## src/rtl/uart_rx.sv

```systemverilog
// Oversampling UART receiver: 8N1 by default, 8E1 when UART_RX_PARITY_EN is defined.
// One byte per frame with single-cycle valid / frame_err / parity_err strobes.
module uart_rx #(
    parameter int CLK_HZ     = 50000000,
    parameter int BAUD       = 38000,
    parameter int OVERSAMPLE = 16
) (
    input  logic       clock,
    input  logic       reset,
    input  logic       rxPin,
    output logic [7:0] data,
    output logic       valid,
    output logic       frame_err,
    output logic       parity_err,
    output logic       busy
);

    localparam int DIV    = CLK_HZ / (BAUD * OVERSAMPLE);
    localparam int DIV_W  = (DIV > 1) ? $clog2(DIV) : 1;
    localparam int SAMP_W = $clog2(OVERSAMPLE);

    localparam logic [DIV_W-1:0]  DIV_LAST  = DIV_W'(DIV - 1);
    localparam logic [SAMP_W-1:0] SAMP_MID  = SAMP_W'(OVERSAMPLE / 2 - 1);
    localparam logic [SAMP_W-1:0] SAMP_LAST = SAMP_W'(OVERSAMPLE - 1);

    typedef enum logic [2:0] {
        S_IDLE,
        S_START,
        S_DATA,
`ifdef UART_RX_PARITY_EN
        S_PARITY,
`endif
        S_STOP,
        S_BREAK
    } state_t;

    state_t              state;
    state_t              next_state;
    logic                sync_1;
    logic                rx_s;
    logic [DIV_W-1:0]    div_cnt;
    logic [SAMP_W-1:0]   samp_cnt;
    logic [2:0]          bit_idx;
    logic [7:0]          shift;
    logic                tick;
    logic                mid_hit;
    logic                bit_hit;
    logic                realign;
    logic                shift_en;
    logic                set_valid;
    logic                set_ferr;
    logic                set_perr;
`ifdef UART_RX_PARITY_EN
    logic                par_bad;
    logic                par_en;
`endif

    // rxPin is asynchronous; only the second flop output is ever used.
    always_ff @(posedge clock or negedge reset) begin
        if (!reset) begin
            sync_1 <= 1'b1;
            rx_s   <= 1'b1;
        end else begin
            sync_1 <= rxPin;
            rx_s   <= sync_1;
        end
    end

    assign tick    = (div_cnt == DIV_LAST);
    assign mid_hit = tick && (samp_cnt == SAMP_MID);
    assign bit_hit = tick && (samp_cnt == SAMP_LAST);
    assign busy    = (state != S_IDLE);

    always_ff @(posedge clock or negedge reset) begin
        if (!reset) begin
            state <= S_IDLE;
        end else begin
            state <= next_state;
        end
    end

    // After the start-bit midpoint the sample counter is zeroed, so every
    // later wrap of the counter lands in the middle of a bit.
    always_comb begin
        next_state = state;
        realign    = 1'b0;
        shift_en   = 1'b0;
        set_valid  = 1'b0;
        set_ferr   = 1'b0;
        set_perr   = 1'b0;
`ifdef UART_RX_PARITY_EN
        par_en     = 1'b0;
`endif
        case (state)
            S_IDLE: begin
                if (!rx_s) begin
                    next_state = S_START;
                end
            end
            S_START: begin
                if (mid_hit) begin
                    if (rx_s) begin
                        next_state = S_IDLE;
                    end else begin
                        next_state = S_DATA;
                        realign    = 1'b1;
                    end
                end
            end
            S_DATA: begin
                if (bit_hit) begin
                    shift_en = 1'b1;
                    if (bit_idx == 3'd7) begin
`ifdef UART_RX_PARITY_EN
                        next_state = S_PARITY;
`else
                        next_state = S_STOP;
`endif
                    end
                end
            end
`ifdef UART_RX_PARITY_EN
            S_PARITY: begin
                if (bit_hit) begin
                    par_en     = 1'b1;
                    next_state = S_STOP;
                end
            end
`endif
            S_STOP: begin
                if (bit_hit) begin
                    if (!rx_s) begin
                        set_ferr   = 1'b1;
                        next_state = S_BREAK;
`ifdef UART_RX_PARITY_EN
                    end else if (par_bad) begin
                        set_perr   = 1'b1;
                        next_state = S_IDLE;
`endif
                    end else begin
                        set_valid  = 1'b1;
                        next_state = S_IDLE;
                    end
                end
            end
            S_BREAK: begin
                if (rx_s) begin
                    next_state = S_IDLE;
                end
            end
            default: begin
                next_state = S_IDLE;
            end
        endcase
    end

    // Divider and sample counter sit at zero whenever no bit timing is needed.
    always_ff @(posedge clock or negedge reset) begin
        if (!reset) begin
            div_cnt  <= '0;
            samp_cnt <= '0;
            bit_idx  <= 3'd0;
        end else if (state == S_IDLE || state == S_BREAK) begin
            div_cnt  <= '0;
            samp_cnt <= '0;
            bit_idx  <= 3'd0;
        end else begin
            div_cnt <= tick ? '0 : div_cnt + 1'b1;
            if (realign) begin
                samp_cnt <= '0;
                bit_idx  <= 3'd0;
            end else begin
                if (tick) begin
                    samp_cnt <= (samp_cnt == SAMP_LAST) ? '0 : samp_cnt + 1'b1;
                end
                if (shift_en) begin
                    bit_idx <= bit_idx + 3'd1;
                end
            end
        end
    end

    always_ff @(posedge clock or negedge reset) begin
        if (!reset) begin
            shift <= 8'h00;
        end else if (shift_en) begin
            shift <= {rx_s, shift[7:1]};
        end
    end

`ifdef UART_RX_PARITY_EN
    // Even parity: the received parity bit must equal the XOR of the data bits.
    always_ff @(posedge clock or negedge reset) begin
        if (!reset) begin
            par_bad <= 1'b0;
        end else if (state == S_IDLE) begin
            par_bad <= 1'b0;
        end else if (par_en) begin
            par_bad <= rx_s ^ (^shift);
        end
    end
`endif

    always_ff @(posedge clock or negedge reset) begin
        if (!reset) begin
            data      <= 8'h00;
            valid     <= 1'b0;
            frame_err <= 1'b0;
        end else begin
            valid     <= set_valid;
            frame_err <= set_ferr;
            if (set_valid) begin
                data <= shift;
            end
        end
    end

`ifdef UART_RX_PARITY_EN
    always_ff @(posedge clock or negedge reset) begin
        if (!reset) begin
            parity_err <= 1'b0;
        end else begin
            parity_err <= set_perr;
        end
    end
`else
    assign parity_err = 1'b0;
`endif

endmodule

```

## config.mk

```make
export PLATFORM = sky130hd
export DESIGN_NAME = uart_rx
export DESIGN_NICKNAME = d
export VERILOG_FILES = /design/src/rtl/uart_rx.sv
export SDC_FILE = /design/constraint.sdc
export NUM_CORES = 1
export LEC_CHECK = 0
export CELL_PAD_IN_SITES_DETAIL_PLACEMENT = 0
export CELL_PAD_IN_SITES_GLOBAL_PLACEMENT = 1
export CORE_ASPECT_RATIO = 1.2
export CORE_UTILIZATION = 38
export CTS_CLUSTER_DIAMETER = 120
export DETAILED_ROUTE_END_ITERATION = 8
export PLACE_DENSITY_LB_ADDON = 0.1
export SETUP_SLACK_MARGIN = 0.4
export SLEW_MARGIN = 20
export SYNTH_ARGS = -nofsm -noshare
export SYNTH_HDL_FRONTEND = slang
export SYNTH_SLANG_ARGS = --single-unit
```

## constraint.sdc

```tcl
create_clock -name clock -period 6.5 [get_ports clock]
set_input_delay 1.625 -clock clock [delete_from_list [all_inputs] [get_ports clock]]
set_output_delay 1.625 -clock clock [all_outputs]
set_load 0.1 [all_outputs]
```

* Word-level counts from Yosys, hierarchy flattened
Index checks and enable logic that the tools add are counted.
** Word-level totals
- Flip-flop bits (word level) :: 37
- Word-level logic and storage cells :: 63
** Operators by class
- Add/subtract/negate cells :: 3
- Eq/ne operators :: 14
- Muxes and demuxes :: 28
- Reduce and logical (&&, ||, !) cells :: 8
** Operator list (count)
- 3-bit two-way mux :: 10
- 4-bit two-way mux :: 4
- 3-bit case mux with 5 select lines :: 1
- 7-bit two-way mux :: 2
- 2-bit inequality test (second input constant) :: 6
- 1-bit two-way mux :: 10
- 3-bit nonzero test :: 3
- 7-bit by 1-bit adder with 7-bit output (second input constant) :: 1
- 7-bit equality test (second input constant) :: 1
- 3-bit by 2-bit equality test with 1-bit output (second input constant) :: 2
- 3-bit equality test (second input constant) :: 2
- 6-bit AND reduction :: 1
- 4-bit by 1-bit adder with 4-bit output (second input constant) :: 1
- 4-bit by 3-bit equality test with 1-bit output (second input constant) :: 1
- 4-bit equality test (second input constant) :: 1
- 3-bit by 1-bit adder with 3-bit output (second input constant) :: 1
- 3-bit by 1-bit equality test with 1-bit output (second input constant) :: 1
- 3-bit zero test :: 1
- 1-bit logical AND :: 2
- 2-bit two-way mux :: 1
- 1-bit logical OR :: 1

* Logic depth before layout (Yosys ltp)
Gate-level depths: netlist of the first run.
- Word-level depth :: 7
- Mapped depth :: 6
- Gate-level depth less buffers :: 6

* Worst setup path before layout of the first run
Ideal clock, no wire load.
- Kind :: reg2out
- Start :: reg state[0]
- End :: out busy
- Data arrival time :: 1.473 ns
- Required time :: 4.875 ns
- Setup slack :: 3.402 ns
- Cell stages (with the launch flop) :: 3
- Cell sequence :: dfrtp_1 -> clkbuf_1 -> or3_1
** Between the ends
- Word-level cells in the longest chain between the ends :: 1
** Ends and longest elaborated chain
- from (decl) :: line 37 : state_t state;
- from (signal assigned) :: line 78 : state <= next_state;
- 3-bit nonzero test :: line 72 : assign busy = (state != S_IDLE);
- to (decl) :: line 15 : output logic busy
No other way between the ends.

* Final worst setup path of the first run
Ends and elaborated chain as after synthesis.

==> results.ini, run 1 <==
[placed_design]
place.port_buffers = 13
hpwl_mm = 2.031
place.gp.congestion = 0.7661

[hold_path]
hold_class = flop to flop

[setup_path]
end_kind = output port
crit_path_end = busy
cp_slowest_cell = clkdlybuf4s50_1
cp_data_arrival_time_ps = 2260
r2r_cells = 6
critPathTopFamily = buffers and inverters
r2r-start = div_cnt[1]
r2r_setup_slack_ps = 4060
crit_path_start = state[0]
cp_cell_sequence = or3_1 > clkdlybuf4s50_1
worstSetupStartpointType = flop
critical_path.max_fanout = 14
slowest_delay_ps = 1120
reg2reg_to = bit_idx[2]
crit_buf_inv = 1
cp.required_ps = 4880
worstSetupPathType = flop to output port
crit_cells = 2

[power_and_ir_drop]
power.density_nw_per_um2 = 204.2
seqPwrFrac_pct = 58.8
p_int_mw = 0.3082
p_comb_share_pct = 2.1
p_sw_mw = 0.08615
sw_frac_of_total_pct = 21.85
power_leakage_nw = 0.9260
irDropWorstVdd_mv = 0.1242
clkPwrFrac_pct = 39.1
fin_total_pwr_mw = 0.3943

[route]
drt-met1-wl_mm = 1.292
route.met2.wl_mm = 1.417
ant_nets = 0
wl_met3_um = 79
viasPerCell = 5.056
routed_wl_mm = 2.828
drc = 0
avgRoutedWirePerCell_um = 13.28
num_vias = 1077
routed.top_layer = met4
drt-initial-drc-count = 30
first_pass_iters = 4

[logic_synthesis]
yosys-top-cells-area = dfrtp_1, mux2_2, ha_1, dfstp_2, nor2_1
synthMuxAreaShare_pct = 11.41
yosysTopAreaCell = dfrtp_1
syn-cell-area_sq_um = 1667
synth-seq-cells = 37
synth.top_cell.area_share_pct = 52.55
synthArstFlopShare_pct = 100.0
ys_seq_area_share_pct = 55.71
synth_fa_ha_area_share_pct = 3.754
synthSimpleGateAreaFrac_pct = 18.62
syn_area_per_cell_sq_um = 11.99
synth_enable_flop_cells = 0
yosys_warnings = 0
synth_ff_type = dfrtp_1
synth_top_family_by_area = simple AND/OR/NAND/NOR gates
syn_nets = 147
synth_xor_area_share_pct = 3.679
syn_inst = 139
synth_compound_area_share_pct = 5.030
synthDistinctLibCells = 33

[sta]
fmax_mhz = 257.5
setup_viol = 0
finalClockSkew_ps = 14.70
rsz0062_at_grt = no
fin_crit_sh_pct = 59.75
slew_violations = 0
tightest_slew_ps = 967.4
slew_headroom_pct = 35.31
fin_crit_ps = 3884
hold_viol_final = 0
final.setup.tns_ps = 0
whs_ps = 358.5

[die]
die_y_um = 74.55
die_area_sq_um = 4656
rows = 26
coreArea_sq_um = 4229
initial_core_util_pct = 39.41
die_x_um = 62.46
ioPinCount = 15

[global_routing]
grt_usage_pct = 14.31
grt_pass1_vias = 1086
grt_first_pass_wirelength_mm = 5.099
grt_overflow = 0
grt_max_degree = 38
antenna_found_initial = 0

[cts]
clockRootBuffer = clkbuf_8
cts_tree = built
cts_hold_buf = 0
post-cts-setup-buffers = 0
cts_max_level = 2
path_clk_slew_ps = 80
max-clock-path-buffers = 2
cts_resized = 0
clk_latency_ps = 290
cts_sinks = 37
numCtsBuffers = 5

[finish]
final_nets = 164
area_delta_synth_final_pct = 15.84
final_layout_size_suffix_gt1_share_pct = 19.75
diodes = 0
fin_util_pct = 45.65

[run_status]
status = completed

[job]
maxCapViolCount = 0

[cells by family after synthesis]
| group | count (synthesis) |
|---|---|
| AOI/OAI and AO/OA | 15 |
| xor gates and xnor gates | 7 |
| adders and majority gates | 5 |
| buffers and inverters | 6 |
| DFF | 37 |
| muxes | 17 |
| other | 1 |
| and+or+nand+nor | 51 |
[synth_stat cells (2+ instances only)]
cell	n
a21oi_1	8
clkbuf_1	2
dfrtp_1	35
dfstp_2	2
ha_1	5
inv_1	3
mux2_2	16
nand2_1	10
nand3_1	6
nand3b_1	2
nand4_1	2
nor2_1	13
nor4_1	3
nor4b_1	2
o21ai_0	4
or3_1	4
xnor2_1	3
xor2_1	4
[worst min path at each step]
| stage | start | to | cells after the start | slack (ps) |
|---|---|---|---|---|
| 2_1_floorplan | sync_1 | rx_s | 0 | 350 |
| 3_3_place_gp | sync_1 | rx_s | 0 | 350 |
| 3_5_place_dp | sync_1 | rx_s | 0 | 350 |
| 4_1_cts | sync_1 | rx_s | 0 | 360 |
| 5_1_grt | sync_1 | rx_s | 0 | 360 |
| 6_report | sync_1 | rx_s | 0 | 360 |
[final cells by class]
type	count	area [sq um]
Clock buffer	7	76.32
Clock inverter	1	7.507
Fill cell	418	2298
Inverter	3	11.26
Multi-Input combinational cell	96	711.9
Sequential cell	37	928.4
Tap cell	56	70.07
Timing Repair Buffer	13	125.1
[cells in the final DEF, fill, tap and decap left out, types with 3 or more instances in the layout]
master,netlist,routed
xor2_1,4,4
clkdlybuf4s50_1,0,12
xnor2_1,3,3
nand2_1,10,10
mux2_2,16,16
dfrtp_1,35,35
inv_1,3,3
nor2_1,13,13
nor4_1,3,3
clkbuf_8,0,5
or3_1,4,4
ha_1,5,5
nand3_1,6,6
a21oi_1,8,8
o21ai_0,4,4
[power by group through the flow]
stage / clock network [mW] / registers, mW / logic (mW)
after floorplan: 0 / 0.236 / 0.00356
after global placement: 0 / 0.236 / 0.00866
after detailed placement: 0 / 0.236 / 0.00877
after CTS: 0.162 / 0.232 / 0.00880
after global routing: 0.170 / 0.232 / 0.00954
final: 0.154 / 0.232 / 0.00817
[registers in the layout, summed over array words and instances (netlist names)]
name	flops
data	8
shift	8
div_cnt	7
samp_cnt	4
bit_idx	3
state	3
frame_err	1
rx_s	1
sync_1	1
valid	1
[metal layers]
metal | vias up | GRT usage (%)
met5 | - | 0
met4 | 0 | 5.426
met3 | 4 | 3.988
met2 | 14 | 24.28
met1 | 536 | 17.53
li1 | 523 | -
[stage by stage]
step | worst slack, ps | area (sq um) | cells
floorplan | 3402 | 1667 | 139
global placement | 2949 | 1847 | 205
detailed placement | 2926 | 1847 | 205
CTS | 2599 | 1931 | 213
global route | 2515 | 1931 | 213
finish | 2616 | 1931 | 213
[worst register-to-register path, cell delays in order, from the launching register on]
cell and delay, ps:
dfrtp_1 410, inv_1 70, ha_1 150, nor4b_1 360, nand3_1 300, o41ai_1 910, a21oi_1 90
Note: power is estimated with default switching activity, not from simulation.
==> run 2, diff against run 1 <==
==> constraint.sdc (replaced) <==
create_clock -name clock -period 3.8 [get_ports clock]
set_input_delay 0.95 -clock clock [delete_from_list [all_inputs] [get_ports clock]]
set_output_delay 0.95 -clock clock [all_outputs]
set_load 0.1 [all_outputs]
==> run 2 against run 1 <==
Compared with the run above:
- clock skew is 9.0 ps lower
- non-clock buffer count unchanged
- die area stayed put
- global-route usage grew 0.28 points
- via count increased by 1.9%
- combinational power increased by 73%
- first-iteration DRC count is 37% higher
- cell area is 1.7% higher
- sequential share of layout area shrank 0.83 points
- flip-flop and latch count unchanged
- register-to-register slack worse by 2600 ps
- sequential power rose by 71%
- critical path type unchanged
- largest cell class unchanged
- highest routed layer unchanged
==> results.ini, run 2 (synthesis gave the netlist of run 1 again) <==
[die]
die_area_sq_um = 4656  ; unchanged
die_x_um = 62.46  ; unchanged
die_y_um = 74.55  ; unchanged
ioPinCount = 15  ; unchanged
rows = 26  ; unchanged
initial_core_util_pct = 39.41  ; unchanged
coreArea_sq_um = 4229  ; unchanged

[cts]
cts_hold_buf = 0  ; unchanged
cts_resized = 0  ; unchanged
max-clock-path-buffers = 2  ; unchanged
clk_latency_ps = 280  ; about the same
cts_sinks = 37  ; unchanged
cts_max_level = 2  ; unchanged
numCtsBuffers = 5  ; unchanged
post-cts-setup-buffers = 0  ; unchanged
cts_tree = built
clockRootBuffer = clkbuf_8
path_clk_slew_ps = 70  ; about the same

[global_routing]
grt_overflow = 0  ; unchanged
antenna_found_initial = 0  ; unchanged
met2_usage_pct = 27.17  ; +2.9 points
grt_pass1_vias = 1124  ; +3.5%
use_met1_pct = 14.75  ; -2.8 points
grt_max_degree = 38  ; unchanged
met3_usage_pct = 4.141  ; +0.15 points
grt_usage_pct = 14.60  ; +0.28 points
busiest_layer = met2
grt_first_pass_wirelength_mm = 5.071  ; -0.55%

[sta]
fin_crit_sh_pct = 71.74
fin_crit_ps = 2726
tightest_slew_ps = 983.3  ; +15.91 ps
fmax_mhz = 366.8
rsz0062_at_grt = no
final.setup.tns_ps = 0  ; unchanged
slew_headroom_pct = 34.24  ; -1.1 points
slew_violations = 0  ; unchanged
hold_viol_final = 0  ; unchanged
finalClockSkew_ps = 5.738  ; -8.962 ps
setup_viol = 0  ; unchanged

[setup_path]
r2r_setup_slack_ps = 1420  ; -2640 ps
r2r_cells = 6  ; unchanged
crit_path_end = data[6]
worstSetupPathType = flop to output port
cp.required_ps = 2850  ; -2030 ps
crit_buf_inv = 1  ; unchanged
critical_path.max_fanout = 2  ; -12
end_kind = output port
critPathTopFamily = buffers and inverters
reg2reg_to = bit_idx[1]
crit_path_start = data[6]
cp_slowest_cell = clkdlybuf4s50_1
worstSetupStartpointType = flop
r2r-start = div_cnt[1]
crit_cells = 1  ; -1
slowest_delay_ps = 1150  ; +30 ps
cp_cell_sequence = clkdlybuf4s50_1
cp_data_arrival_time_ps = 1780  ; -480 ps

[route]
drc = 0  ; unchanged
drt-initial-drc-count = 41  ; +37%
ant_nets = 0  ; unchanged
routed_wl_mm = 2.892  ; +2.3%
num_vias = 1098  ; +1.9%
first_pass_iters = 4  ; unchanged
avgRoutedWirePerCell_um = 13.58  ; +2.3%
viasPerCell = 5.155  ; +1.9%

[placed_design]
place.port_buffers = 13  ; unchanged
place.gp.congestion = 0.7531  ; -1.7%
placed_area_sq_um = 1844  ; -0.14%
hpwl_mm = 2.078  ; +2.3%

[finish]
diodes = 0  ; unchanged
final_layout_size_suffix_gt1_share_pct = 21.66  ; +1.9 points
stdcell_area_sq_um = 1964  ; +1.7%
layout_commonest_cell = dfrtp_1
top_regs = data (8), shift (8), div_cnt (7)
final_nets = 164  ; unchanged
area_delta_synth_final_pct = 17.87
final_cell_mix = dfrtp_1, mux2_2, nor2_1

[power_and_ir_drop]
power.density_nw_per_um2 = 386.1  ; +89%
power_leakage_nw = 0.9447  ; +2.0%
irDropWorstVdd_mv = 0.3124  ; +150%
fin_total_pwr_mw = 0.7585  ; +92%

[hold_path]
hold_class = flop to flop

[job]
maxCapViolCount = 0  ; unchanged

[run_status]
status = completed

[run 2: changes by cell type in the layout (fill, tap and decap cells not counted), sizes merged]
cell	before	now
buf	1	2
bufinv	0	1
clkbuf	7	6
clkdlybuf4s50	12	11
[run 2: layout make-up]
class / instances / area [sq um]
clock inverters: 2 / 37.54
clock buffers: 6 / 82.58
fillers: 406 / 2265
well taps: 56 / 70.07
repair buffers: 13 / 122.6
flip-flops and latches: 37 / 928.4
multi-input cells: 96 / 711.9
inverters: 3 / 11.26
[run 2: through the flow]
step                worst slack, ps  utilization [%]  instances  hold WS [ps]
global route                   1018            46.45        213         367.2
CTS                            1056            46.45        213         366.0
detailed placement             1380            43.61        205         354.6
global placement               1399            43.61        205         346.8
finish                         1074            46.45        213         362.5
floorplan                      1377                -        139         345.2
[run 2: how the worst min path moves through the flow]
stage           start  depth (start not counted)   end  slack (ps)
5_1_grt        sync_1                          0  rx_s         370
6_report       sync_1                          0  rx_s         360
4_1_cts        sync_1                          0  rx_s         370
3_3_place_gp   sync_1                          0  rx_s         350
3_5_place_dp   sync_1                          0  rx_s         350
2_1_floorplan  sync_1                          0  rx_s         350
[run 2: power breakdown]
group | leakage (nW) | switching (mW) | internal, mW
clock network | 0.0574 | 0.134 | 0.213
logic | 0.392 | 0.0124 | 0.00175
registers | 0.495 | 0.00131 | 0.396
total | 0.945 | 0.148 | 0.611
[run 2: per-layer routing]
layer | up-vias | share of wire [%]
li1 | 524 | -
met1 | 552 | 41
met2 | 18 | 54
met3 | 4 | 3.7
met4 | 0 | 1.9
met5 | - | 0
==> run 3, diff against run 2 <==
==> constraint.sdc (replaced) <==
create_clock -name clock -period 2.25 [get_ports clock]
set_input_delay 0.5625 -clock clock [delete_from_list [all_inputs] [get_ports clock]]
set_output_delay 0.5625 -clock clock [all_outputs]
set_load 0.1 [all_outputs]
==> run 3 against run 2 <==
Compared with the run above:
- cell count rose by 8.0%
- core utilization rose by 3.9 points
- die area unchanged
- clock power up 34%
- sequential share of layout area fell by 3.6 points
- highest routed layer unchanged
- largest cell class unchanged
- worst setup slack got worse by 1000 ps
- global-route usage up 0.48 points
- first-iteration DRC count shrank 27%
==> results.ini, run 3 (synthesis gave the netlist of run 1 again) <==
[cts]
cts_hold_buf = 0  ; unchanged
clk_latency_ps = 280  ; about the same
cts_max_level = 2  ; unchanged
cts_tree = built
max-clock-path-buffers = 2  ; unchanged
numCtsBuffers = 5  ; unchanged
clockRootBuffer = clkbuf_8
cts_sinks = 37  ; unchanged
path_clk_slew_ps = 70  ; about the same

[sta]
hold_viol_final = 0  ; unchanged
fmax_mhz = 455.5
rsz0062_at_grt = yes
setup_viol = 0  ; unchanged
slew_headroom_pct = 62.72  ; +28 points
fin_ws_ps = 54.49  ; -1019 ps
finalClockSkew_ps = 6.033  ; +0.2947 ps
slew_violations = 0  ; unchanged
fin_crit_sh_pct = 97.58
tightest_slew_ps = 559.1  ; -424.2 ps
fin_crit_ps = 2196

[job]
maxCapViolCount = 0  ; unchanged

[placed_design]
dp_cells = 214  ; +4.4%
place.gp.congestion = 0.7840  ; +4.1%
hpwl_mm = 2.231  ; +7.3%
place.port_buffers = 13  ; unchanged
placed_area_sq_um = 1921  ; +4.1%
pre_cts_slack_ps = 30.85  ; -1349 ps

[setup_path]
critical_path.max_fanout = 8  ; +6
cp.required_ps = 2420  ; -430 ps
r2r_setup_slack_ps = 50  ; -1370 ps
crit_buf_inv = 1  ; unchanged
end_kind = flop
r2r-start = div_cnt[1]
slowest_delay_ps = 480  ; -670 ps
critPathTopFamily = simple AND/OR/NAND/NOR gates
worstSetupStartpointType = flop
cp_slowest_cell = or4_4
r2r_cells = 6  ; unchanged
cp_cell_sequence = inv_1 > ha_1 > or4b_4 > or4_4 > nor2_8 > mux2_2
reg2reg_to = shift[7]
cp_data_arrival_time_ps = 2360  ; +580 ps
worstSetupPathType = flop to flop

[route]
drc = 0  ; unchanged
ant_nets = 0  ; unchanged
drt-initial-drc-count = 30  ; -27%
routed_wl_mm = 3.200  ; +11%
first_pass_iters = 4  ; unchanged
viasPerCell = 5.061  ; -1.8%
avgRoutedWirePerCell_um = 13.91  ; +2.5%
num_vias = 1164  ; +6.0%

[die]
die_y_um = 74.55  ; unchanged
initial_core_util_pct = 39.41  ; unchanged
coreArea_sq_um = 4229  ; unchanged
die_x_um = 62.46  ; unchanged
ioPinCount = 15  ; unchanged
die_area_sq_um = 4656  ; unchanged
rows = 26  ; unchanged

[finish]
diodes = 0  ; unchanged
final_nets = 181  ; +10%
final_layout_size_suffix_gt1_share_pct = 39.08  ; +17 points
final_cell_mix = dfrtp_1, buf_4, mux2_2
area_delta_synth_final_pct = 27.85
instances_no_fill = 230  ; +8.0%
stdcell_area_sq_um = 2131  ; +8.5%
fin_util_pct = 50.38  ; +3.9 points
layout_commonest_cell = dfrtp_1
top_regs = data (8), shift (8), div_cnt (7)

[power_and_ir_drop]
irDropWorstVdd_mv = 0.4149  ; +33%
power_leakage_nw = 1.073  ; +14%
power.density_nw_per_um2 = 546.7  ; +42%

[global_routing]
antenna_found_initial = 0  ; unchanged
grt_max_degree = 26  ; -32%
grt_usage_pct = 15.07  ; +0.48 points
grt_first_pass_wirelength_mm = 5.299  ; +4.5%
grt_pass1_vias = 1100  ; -2.1%
grt_overflow = 0  ; unchanged

[run_status]
status = completed

[hold_path]
hold_class = input port to asynchronous set/reset pin

-- run 3: changes by cell type in the layout (fill, tap and decap cells not counted), moves of 2 or more --
cell             before  now
o21ai_2               0    2
buf_4                 1   25
o21ai_0               4    1
clkdlybuf4s50_1      11    1
clkbuf_1              0    2
buf_6                 0    2
nor4b_1               2    0
-- run 3: area by class of cell --
| cell class | count | area, sq um |
|---|---|---|
| inverters | 3 | 11.26 |
| clock buffers | 8 | 90.09 |
| repair buffers | 30 | 245.2 |
| multi-input cells | 96 | 784.5 |
| flip-flops and latches | 37 | 929.6 |
| well taps | 56 | 70.07 |
| fillers | 401 | 2098 |
-- run 3: metal layers --
| layer | vias up | GRT usage [%] | part of all wire, % |
|---|---|---|---|
| met5 | - | 0 | 0 |
| met4 | 0 | 6.202 | 1.3 |
| met3 | 4 | 3.374 | 3.7 |
| met2 | 23 | 25.60 | 50 |
| met1 | 579 | 18.76 | 45 |
| li1 | 558 | - | - |
-- run 3: power breakdown --
group | internal [mW] | switching (mW) | total, mW
Combinational | 0.00519 | 0.0218 | 0.0270
Sequential | 0.668 | 0.00303 | 0.671
Clock | 0.250 | 0.217 | 0.466
Total | 0.923 | 0.242 | 1.16
-- run 3: what timing repair did --
item | in CTS | in global routing
pin swaps | 2 | 1
setup buffers | 4 | 4
gates resized for setup | 9 | 6
setup endpoints to repair | 26 | 35
-- run 3: worst max path at each step --
stage	slack (ps)	depth (start not counted)	from	end
3_3_place_gp	60	6	div_cnt[1]	shift[7]
6_report	50	6	div_cnt[1]	shift[7]
3_5_place_dp	30	6	div_cnt[1]	shift[3]
2_1_floorplan	110	6	div_cnt[1]	shift[0]
4_1_cts	60	6	div_cnt[1]	shift[7]
5_1_grt	-30	6	div_cnt[1]	shift[6]
-- run 3: per-stage QoR --
| step | total power, mW | hold slack, ps | TNS, ps |
|---|---|---|---|
| 4_1_cts | 1.180 | 280.2 | 0 |
| 6_report | 1.165 | 262.6 | 0 |
| 3_5_place_dp | 0.7118 | 351.6 | 0 |
| 5_1_grt | 1.207 | 310.6 | -203.2 |
| 3_3_place_gp | 0.7115 | 350.4 | 0 |
| 2_1_floorplan | 0.6932 | 266.9 | 0 |
